<file path="src/rtl/voice_alloc_pkg.sv">
// Shared types and constants for the polyphonic voice allocator.
package voice_alloc_pkg;

  localparam int KEY_W          = 7;
  localparam int DEF_NUM_VOICES = 4;
  localparam int DEF_AGE_W      = 8;

  typedef enum logic [1:0] {
    V_FREE      = 2'd0,
    V_HELD      = 2'd1,
    V_RELEASING = 2'd2
  } voice_state_e;

  typedef enum logic {
    S_IDLE       = 1'b0,
    S_STEAL_WAIT = 1'b1
  } fsm_state_e;

endpackage

</file>
<file path="src/rtl/voice_allocator_oldest_select.sv">
// Picks the lowest-index FREE voice and the oldest non-FREE voice (ties to lowest index).
module oldest_select
  import voice_alloc_pkg::*;
#(
  parameter int NUM_VOICES = DEF_NUM_VOICES,
  parameter int AGE_W      = DEF_AGE_W,
  localparam int IDX_W     = $clog2(NUM_VOICES)
) (
  input  logic [NUM_VOICES-1:0]       free_i,
  input  logic [NUM_VOICES*AGE_W-1:0] age_flat_i,
  output logic [IDX_W-1:0]            free_idx_o,
  output logic                        free_found_o,
  output logic [IDX_W-1:0]            old_idx_o,
  output logic                        old_found_o
);

  logic [AGE_W-1:0] best_age;
  logic [AGE_W-1:0] cur_age;

  always_comb begin
    free_idx_o   = '0;
    free_found_o = 1'b0;
    old_idx_o    = '0;
    old_found_o  = 1'b0;
    best_age     = '0;
    cur_age      = '0;
    // Scanning downwards leaves the lowest FREE index as the final winner.
    for (int i = NUM_VOICES - 1; i >= 0; i--) begin
      if (free_i[i]) begin
        free_found_o = 1'b1;
        free_idx_o   = IDX_W'(i);
      end
    end
    // Strict greater-than keeps the lowest index on equal ages.
    for (int i = 0; i < NUM_VOICES; i++) begin
      cur_age = age_flat_i[i*AGE_W +: AGE_W];
      if (!free_i[i] && (!old_found_o || cur_age > best_age)) begin
        old_found_o = 1'b1;
        old_idx_o   = IDX_W'(i);
        best_age    = cur_age;
      end
    end
  end

endmodule

</file>
<file path="src/rtl/voice_allocator.sv">
// Key-event to voice allocator with oldest-voice stealing for a bank of envelope generators.
module voice_allocator
  import voice_alloc_pkg::*;
#(
  parameter int NUM_VOICES = DEF_NUM_VOICES,
  parameter int AGE_W      = DEF_AGE_W
) (
  input  logic                        clk,
  input  logic                        rst,
  // Event handshake: an event transfers on a rising edge where ev_valid && ev_ready;
  // ev_ready depends only on registered FSM state, never on ev_valid.
  input  logic                        ev_valid,
  output logic                        ev_ready,
  input  logic                        ev_is_on,
  input  logic [KEY_W-1:0]            ev_key,
  output logic [NUM_VOICES-1:0]       voice_note_on,
  output logic [NUM_VOICES-1:0]       voice_note_off,
  output logic [KEY_W*NUM_VOICES-1:0] voice_key,
  input  logic [NUM_VOICES-1:0]       voice_busy,
  output logic [NUM_VOICES-1:0]       active_mask,
  output logic                        steal_pulse,
  output fsm_state_e                  dbg_state_o
);

  localparam int IDX_W = $clog2(NUM_VOICES);
  localparam logic [AGE_W-1:0] AGE_MAX = '1;

  fsm_state_e       fsm_q, fsm_d;
  voice_state_e     vstate_q [NUM_VOICES];
  voice_state_e     vstate_d [NUM_VOICES];
  logic [KEY_W-1:0] key_q    [NUM_VOICES];
  logic [KEY_W-1:0] key_d    [NUM_VOICES];
  logic [AGE_W-1:0] age_q    [NUM_VOICES];
  logic [AGE_W-1:0] age_d    [NUM_VOICES];

  logic [KEY_W-1:0]      pend_key_q, pend_key_d;
  logic [IDX_W-1:0]      victim_q, victim_d;
  logic [NUM_VOICES-1:0] note_on_q, note_on_d;
  logic [NUM_VOICES-1:0] note_off_q, note_off_d;
  logic [NUM_VOICES-1:0] active_q, active_d;
  logic                  steal_q, steal_d;

  logic [NUM_VOICES-1:0]       free_mask;
  logic [NUM_VOICES*AGE_W-1:0] age_flat;
  logic [IDX_W-1:0]            free_idx, old_idx, held_idx;
  logic                        free_found, old_found, held_hit;
  logic                        alloc_en;
  logic [IDX_W-1:0]            alloc_idx;
  logic [KEY_W-1:0]            alloc_key;

  always_comb begin
    free_mask = '0;
    age_flat  = '0;
    held_hit  = 1'b0;
    held_idx  = '0;
    for (int i = 0; i < NUM_VOICES; i++) begin
      free_mask[i]                 = (vstate_q[i] == V_FREE);
      age_flat[i*AGE_W +: AGE_W]   = age_q[i];
    end
    for (int i = NUM_VOICES - 1; i >= 0; i--) begin
      if (vstate_q[i] == V_HELD && key_q[i] == ev_key) begin
        held_hit = 1'b1;
        held_idx = IDX_W'(i);
      end
    end
  end

  oldest_select #(
    .NUM_VOICES (NUM_VOICES),
    .AGE_W      (AGE_W)
  ) u_select (
    .free_i       (free_mask),
    .age_flat_i   (age_flat),
    .free_idx_o   (free_idx),
    .free_found_o (free_found),
    .old_idx_o    (old_idx),
    .old_found_o  (old_found)
  );

  always_comb begin
    fsm_d      = fsm_q;
    pend_key_d = pend_key_q;
    victim_d   = victim_q;
    note_on_d  = '0;
    note_off_d = '0;
    active_d   = '0;
    steal_d    = 1'b0;
    alloc_en   = 1'b0;
    alloc_idx  = '0;
    alloc_key  = '0;
    for (int i = 0; i < NUM_VOICES; i++) begin
      vstate_d[i] = vstate_q[i];
      key_d[i]    = key_q[i];
      age_d[i]    = age_q[i];
    end

    // Released voices drain once their generator goes idle; the steal victim is handled below.
    for (int i = 0; i < NUM_VOICES; i++) begin
      if (vstate_q[i] == V_RELEASING && !voice_busy[i] &&
          !(fsm_q == S_STEAL_WAIT && victim_q == IDX_W'(i))) begin
        vstate_d[i] = V_FREE;
      end
    end

    case (fsm_q)
      S_IDLE: begin
        if (ev_valid) begin
          if (ev_is_on) begin
            if (held_hit) begin
              alloc_en = 1'b0;
            end else if (free_found) begin
              alloc_en  = 1'b1;
              alloc_idx = free_idx;
              alloc_key = ev_key;
            end else if (old_found) begin
              victim_d   = old_idx;
              pend_key_d = ev_key;
              fsm_d      = S_STEAL_WAIT;
              if (vstate_q[old_idx] == V_HELD) begin
                note_off_d[old_idx] = 1'b1;
                vstate_d[old_idx]   = V_RELEASING;
              end
            end
          end else if (held_hit) begin
            note_off_d[held_idx] = 1'b1;
            vstate_d[held_idx]   = V_RELEASING;
          end
        end
      end
      S_STEAL_WAIT: begin
        if (!voice_busy[victim_q]) begin
          alloc_en  = 1'b1;
          alloc_idx = victim_q;
          alloc_key = pend_key_q;
          steal_d   = 1'b1;
          fsm_d     = S_IDLE;
        end
      end
      default: fsm_d = S_IDLE;
    endcase

    if (alloc_en) begin
      for (int i = 0; i < NUM_VOICES; i++) begin
        if (IDX_W'(i) == alloc_idx) begin
          vstate_d[i]  = V_HELD;
          key_d[i]     = alloc_key;
          age_d[i]     = '0;
          note_on_d[i] = 1'b1;
        end else if (vstate_q[i] != V_FREE && age_q[i] != AGE_MAX) begin
          age_d[i] = age_q[i] + 1'b1;
        end
      end
    end

    for (int i = 0; i < NUM_VOICES; i++) begin
      active_d[i] = (vstate_d[i] == V_HELD);
    end
  end

  // Reset parks every voice in RELEASING so a still-busy generator is never retriggered.
  always_ff @(posedge clk) begin
    if (rst) begin
      fsm_q      <= S_IDLE;
      pend_key_q <= '0;
      victim_q   <= '0;
      note_on_q  <= '0;
      note_off_q <= '0;
      active_q   <= '0;
      steal_q    <= 1'b0;
      for (int i = 0; i < NUM_VOICES; i++) begin
        vstate_q[i] <= V_RELEASING;
        key_q[i]    <= '0;
        age_q[i]    <= '0;
      end
    end else begin
      fsm_q      <= fsm_d;
      pend_key_q <= pend_key_d;
      victim_q   <= victim_d;
      note_on_q  <= note_on_d;
      note_off_q <= note_off_d;
      active_q   <= active_d;
      steal_q    <= steal_d;
      for (int i = 0; i < NUM_VOICES; i++) begin
        vstate_q[i] <= vstate_d[i];
        key_q[i]    <= key_d[i];
        age_q[i]    <= age_d[i];
      end
    end
  end

  always_comb begin
    voice_key = '0;
    for (int i = 0; i < NUM_VOICES; i++) begin
      voice_key[i*KEY_W +: KEY_W] = key_q[i];
    end
  end

  assign ev_ready       = (fsm_q == S_IDLE);
  assign voice_note_on  = note_on_q;
  assign voice_note_off = note_off_q;
  assign active_mask    = active_q;
  assign steal_pulse    = steal_q;
  assign dbg_state_o    = fsm_q;

endmodule
</file>
<file path="config.mk">
export PLATFORM = sky130hd
export DESIGN_NAME = voice_allocator
export DESIGN_NICKNAME = d
export VERILOG_FILES = /design/src/rtl/voice_alloc_pkg.sv /design/src/rtl/voice_allocator_oldest_select.sv /design/src/rtl/voice_allocator.sv
export SDC_FILE = /design/constraint.sdc
export NUM_CORES = 1
export LEC_CHECK = 0
export BUFFER_PORTS_ARGS = -buffer_cell sky130_fd_sc_hd__buf_2
export CORE_MARGIN = 2
export CORE_UTILIZATION = 64
export DETAILED_ROUTE_END_ITERATION = 16
export HOLD_SLACK_MARGIN = 0.08
export PLACE_DENSITY = 0.87
export SKIP_LAST_GASP = 1
export SLEW_MARGIN = 20
export SYNTH_ARGS = -nofsm -noshare
export SYNTH_HDL_FRONTEND = slang
export SYNTH_SLANG_ARGS = --single-unit
</file>
<file path="constraint.sdc">
create_clock -name clk -period 13.8 [get_ports clk]
set_input_delay 2.76 -clock clk [delete_from_list [all_inputs] [get_ports clk]]
set_output_delay 2.76 -clock clk [all_outputs]
set_load 0.01 [all_outputs]
</file>
==> flow_summary_export.csv <==
group,metric,value,unit
status,run_status,"finished, final reports clean",
clocking,post_cts_resize_count,0,
detailed_routing,route.detailed.wl_per_inst,18.9,microns
final_layout,flow.area_growth_from_synthesis,8.91,%
die,design.die.area,9340,sq um
clocking,cts_buffers,9,
clocking,htree_levels,3,
sta,final-max-slew-violation-count,0,
yosys,synth.net_count,708,
detailed_routing,drt_first_iter_violations,465,
global_route,globalRouteMet1Util,0.382,
place,routabilityCongestion,0.959,
clocking,tritoncts_num_sinks,91,
yosys,yosysWarnings,0,
global_route,first_global_vias,5285,
sta,max_slew.worst_pin.slew,0.998,ns
detailed_routing,detail_route.wirelength,15200,microns
die,core_rows,33,
sta,timing.slew.headroom,0.335,
place,pre_cts_ws,7.19,ns
worst_setup_path,critical_path.max_fanout,19,
sta,final-setup-viol-count,0,
worst_setup_path,r2r-end,"vstate_q[1][0]",
clocking,cts_buffer_depth,2,
yosys,synth_seq_cells,91,
global_route,globalRouteMet2Util,0.549,
sta,period_needed,6.87,ns
global_route,groute.usage.overall,0.318,
final_layout,mostFrequentLayoutCell,"dfxtp_1",
yosys,synth_async_sr_flop_share,0,
worst_setup_path,worst_path_dominant_cell_family,"compound AO/OA/AOI/OAI gates",
sta,setup_repair_after_global_routing_missed_its_margin,"false",
die,die_width,96.6,microns
yosys,dominantRegCellSynth,"dfxtp_1",
yosys,synth_seq_area_share,0.332,
final_layout,seqCellArea,1820,sq um
worst_setup_path,crit_chain,"or2_2 > and2_1 > ha_1 > and4_1 > a31oi_1 > o21ai_0 > a21oi_1 > mux2_2 > ha_1 > nor2b_1 > o211ai_1 > a21oi_1 > o41ai_2 > buf_4 > nand2_1 > o21ai_0 > ha_1 > a211oi_1 > nor2_1 > a211o_1 > o21ai_0 > nand2_1 > o311ai_0 > o22ai_1",
power,ir_drop,0.0000565,V
worst_setup_path,critical_path.max_stage_delay,0.78,ns
yosys,post_synth.cell_area_avg,8.26,sq um
final_layout,diodes,0,
worst_setup_path,path_depth,24,
power,leakage,2.40,nW
global_route,largest_net_degree_at_the_start_of_global_routing,68,
yosys,mappedNetlistArea,5490,sq um
sta,skew,0.0134,ns
sta,final_period_util,0.498,
die,ioPinCount,58,
global_route,globalRoute.totalOverflow,0,
clocking,clk_pin_slew_worst_paths,0.10,ns
worst_setup_path,critical_path.startpoint,"vstate_q[0][0]",
detailed_routing,detail-route-antenna-nets,0,
worst_setup_path,worst_r2r_path_cells,24,
detailed_routing,post_drt_via_cell_ratio,6.77,
worst_setup_path,cp.arrival,7.08,ns
sta,finalWorstSetupSlack,6.93,ns
worst_setup_path,worst_setup_path_start_kind,"flop",
clocking,tritoncts,"built",
worst_setup_path,critPathCapture,"vstate_q[1][0]",
die,die_h,96.6,microns
die,floorplan.initialDensity,0.665,
worst_hold_path,worst_hold_path_type,"reg2reg",
worst_setup_path,endpoint_kind,"flop",
final_layout,final_layout_size_suffix_gt1_frac,0.149,
run,max-cap-violations,0,
worst_setup_path,critical_path.slowest_cell,"a21oi_1",
worst_setup_path,crit_buf_inv,1,
final_layout,final.fill_count,651,
final_layout,final_cell_mix,"91 x dfxtp_1, 70 x nand2_1, 57 x buf_2",
die,area_inside_the_core_boundary,8260,sq um
yosys,netlist-cell-type-count,67,
yosys,post_synth_inst_count,665,
yosys,synth-edff-count,0,
global_route,grt_first_pass_wirelength,25000,microns
final_layout,nets,741,
final_layout,multi_input_gate_area,3400,sq um
detailed_routing,drcViolationCount,0,
clocking,clock_tree.root_cell,"clkbuf_8",
worst_setup_path,worstReg2RegStart,"vstate_q[0][0]",
global_route,antenna_found_initial,0,
detailed_routing,firstDrtPassIters,5,
sta,totalNegativeSetupSlack,0,ns
power,powerDensity,98.3,nW/um^2
worst_setup_path,r2r_setup_slack,6.93,ns
worst_setup_path,cp_data_required_time,14.01,ns
place,detailedPlacementHpwl,11000,microns
clocking,post_cts.repair.setup_buffers,0,
worst_setup_path,timing_worst_setup_path_type,"reg2reg",
global_route,gr_met3_demand_resource,0.0535,
clocking,insertion_delay,0.38,ns
sta,maxClockFrequency,146,MHz
place,buffer_ports.inserted,57,
global_route,busiest_layer,"met2",
sta,hold_violations,0,
clocking,hold_buffers,0,
detailed_routing,route.vias.total,5469,
==> worst min path at each step <==
stage	start	depth (start not counted)	endpoint
6_report	key_q[0][1]	2	key_q[0][1]
3_5_place_dp	key_q[0][1]	2	key_q[0][1]
5_1_grt	key_q[1][6]	2	key_q[1][6]
2_1_floorplan	pend_key_q[0]	2	pend_key_q[0]
4_1_cts	key_q[0][1]	2	key_q[0][1]
3_3_place_gp	key_q[0][4]	2	key_q[0][4]
==> per-layer routing <==
| layer | vias to the layer above | share of wire | routed length (microns) |
|---|---|---|---|
| li1 | 2523 | - | - |
| met1 | 2603 | 0.40 | 6090 |
| met2 | 284 | 0.48 | 7250 |
| met3 | 59 | 0.081 | 1240 |
| met4 | 0 | 0.044 | 667 |
| met5 | - | 0 | 0 |
==> area by class of cell <==
type | count | area share
timing repair buffer | 63 | 0.0552
tap | 105 | 0.0220
clock inverter | 7 | 0.0151
multi-input combinational | 510 | 0.568
sequential | 91 | 0.305
inverter | 23 | 0.0144
clock buffer | 9 | 0.0207
==> worst min-delay path, cell delays in order, from the launching register on <==
cell and delay (ns):
dfxtp_1 0.34, nand2_1 0.06, a21oi_1 0.05
==> synthesized netlist by cell type (all sizes together), types with 3 or more instances <==
cell type | number | share of area
nor4 | 11 | 0.015
o21ai | 24 | 0.022
ha | 28 | 0.064
mux2 | 13 | 0.027
or3 | 3 | 0.0034
or4 | 14 | 0.019
nand2b | 7 | 0.0080
and4 | 4 | 0.0064
mux2i | 22 | 0.040
inv | 23 | 0.016
o31ai | 14 | 0.019
o21a | 5 | 0.0068
o211ai | 5 | 0.0068
o41ai | 3 | 0.0062
xor2 | 13 | 0.021
a211oi | 9 | 0.012
a211o | 3 | 0.0048
nand4 | 15 | 0.018
nor3 | 22 | 0.020
buf | 16 | 0.018
xnor2 | 15 | 0.029
o22ai | 5 | 0.0057
dfxtp | 91 | 0.33
and3 | 13 | 0.015
a41o | 9 | 0.016
nor2 | 50 | 0.036
a21o | 6 | 0.0082
clkbuf | 25 | 0.017
nand2 | 70 | 0.048
a21oi | 56 | 0.051
nand3 | 31 | 0.028
nor2b | 6 | 0.0068
==> registers in the layout, indices dropped and copies added, names as in the netlist <==
name / flops
age_q: 32
key_q: 28
vstate_q: 8
pend_key_q: 7
active_mask: 4
voice_note_off: 4
voice_note_on: 4
victim_q: 2
dbg_state_o: 1
steal_pulse: 1
==> cells by family after synthesis <==
kind of cell | share of synthesized area
compound gates | 0.199
xor+xnor | 0.0501
flops | 0.332
mux | 0.0668
buf+inv | 0.0508
fa+ha+maj | 0.0638
simple gates | 0.237
==> stage by stage <==
| step | instance area [sq um] | util | power, mW | instances | hold WS (ns) |
|---|---|---|---|---|---|
| final | 5980 | 0.724 | 0.588 | 808 | 0.486 |
| after global routing | 5980 | 0.724 | 0.607 | 808 | 0.518 |
| after CTS | 5980 | 0.724 | 0.584 | 808 | 0.490 |
| after detailed placement | 5770 | 0.698 | 0.389 | 792 | 0.475 |
| after global placement | 5770 | 0.698 | 0.384 | 792 | 0.462 |
| after floorplan | 5490 | - | 0.362 | 665 | 0.455 |
==> where the power goes <==
part	total (mW)	internal (mW)	switching [mW]
sequential	0.277	0.269	0.00836
combinational	0.110	0.0396	0.0706
clock	0.200	0.0892	0.111
(Power assumes the default switching activity.)
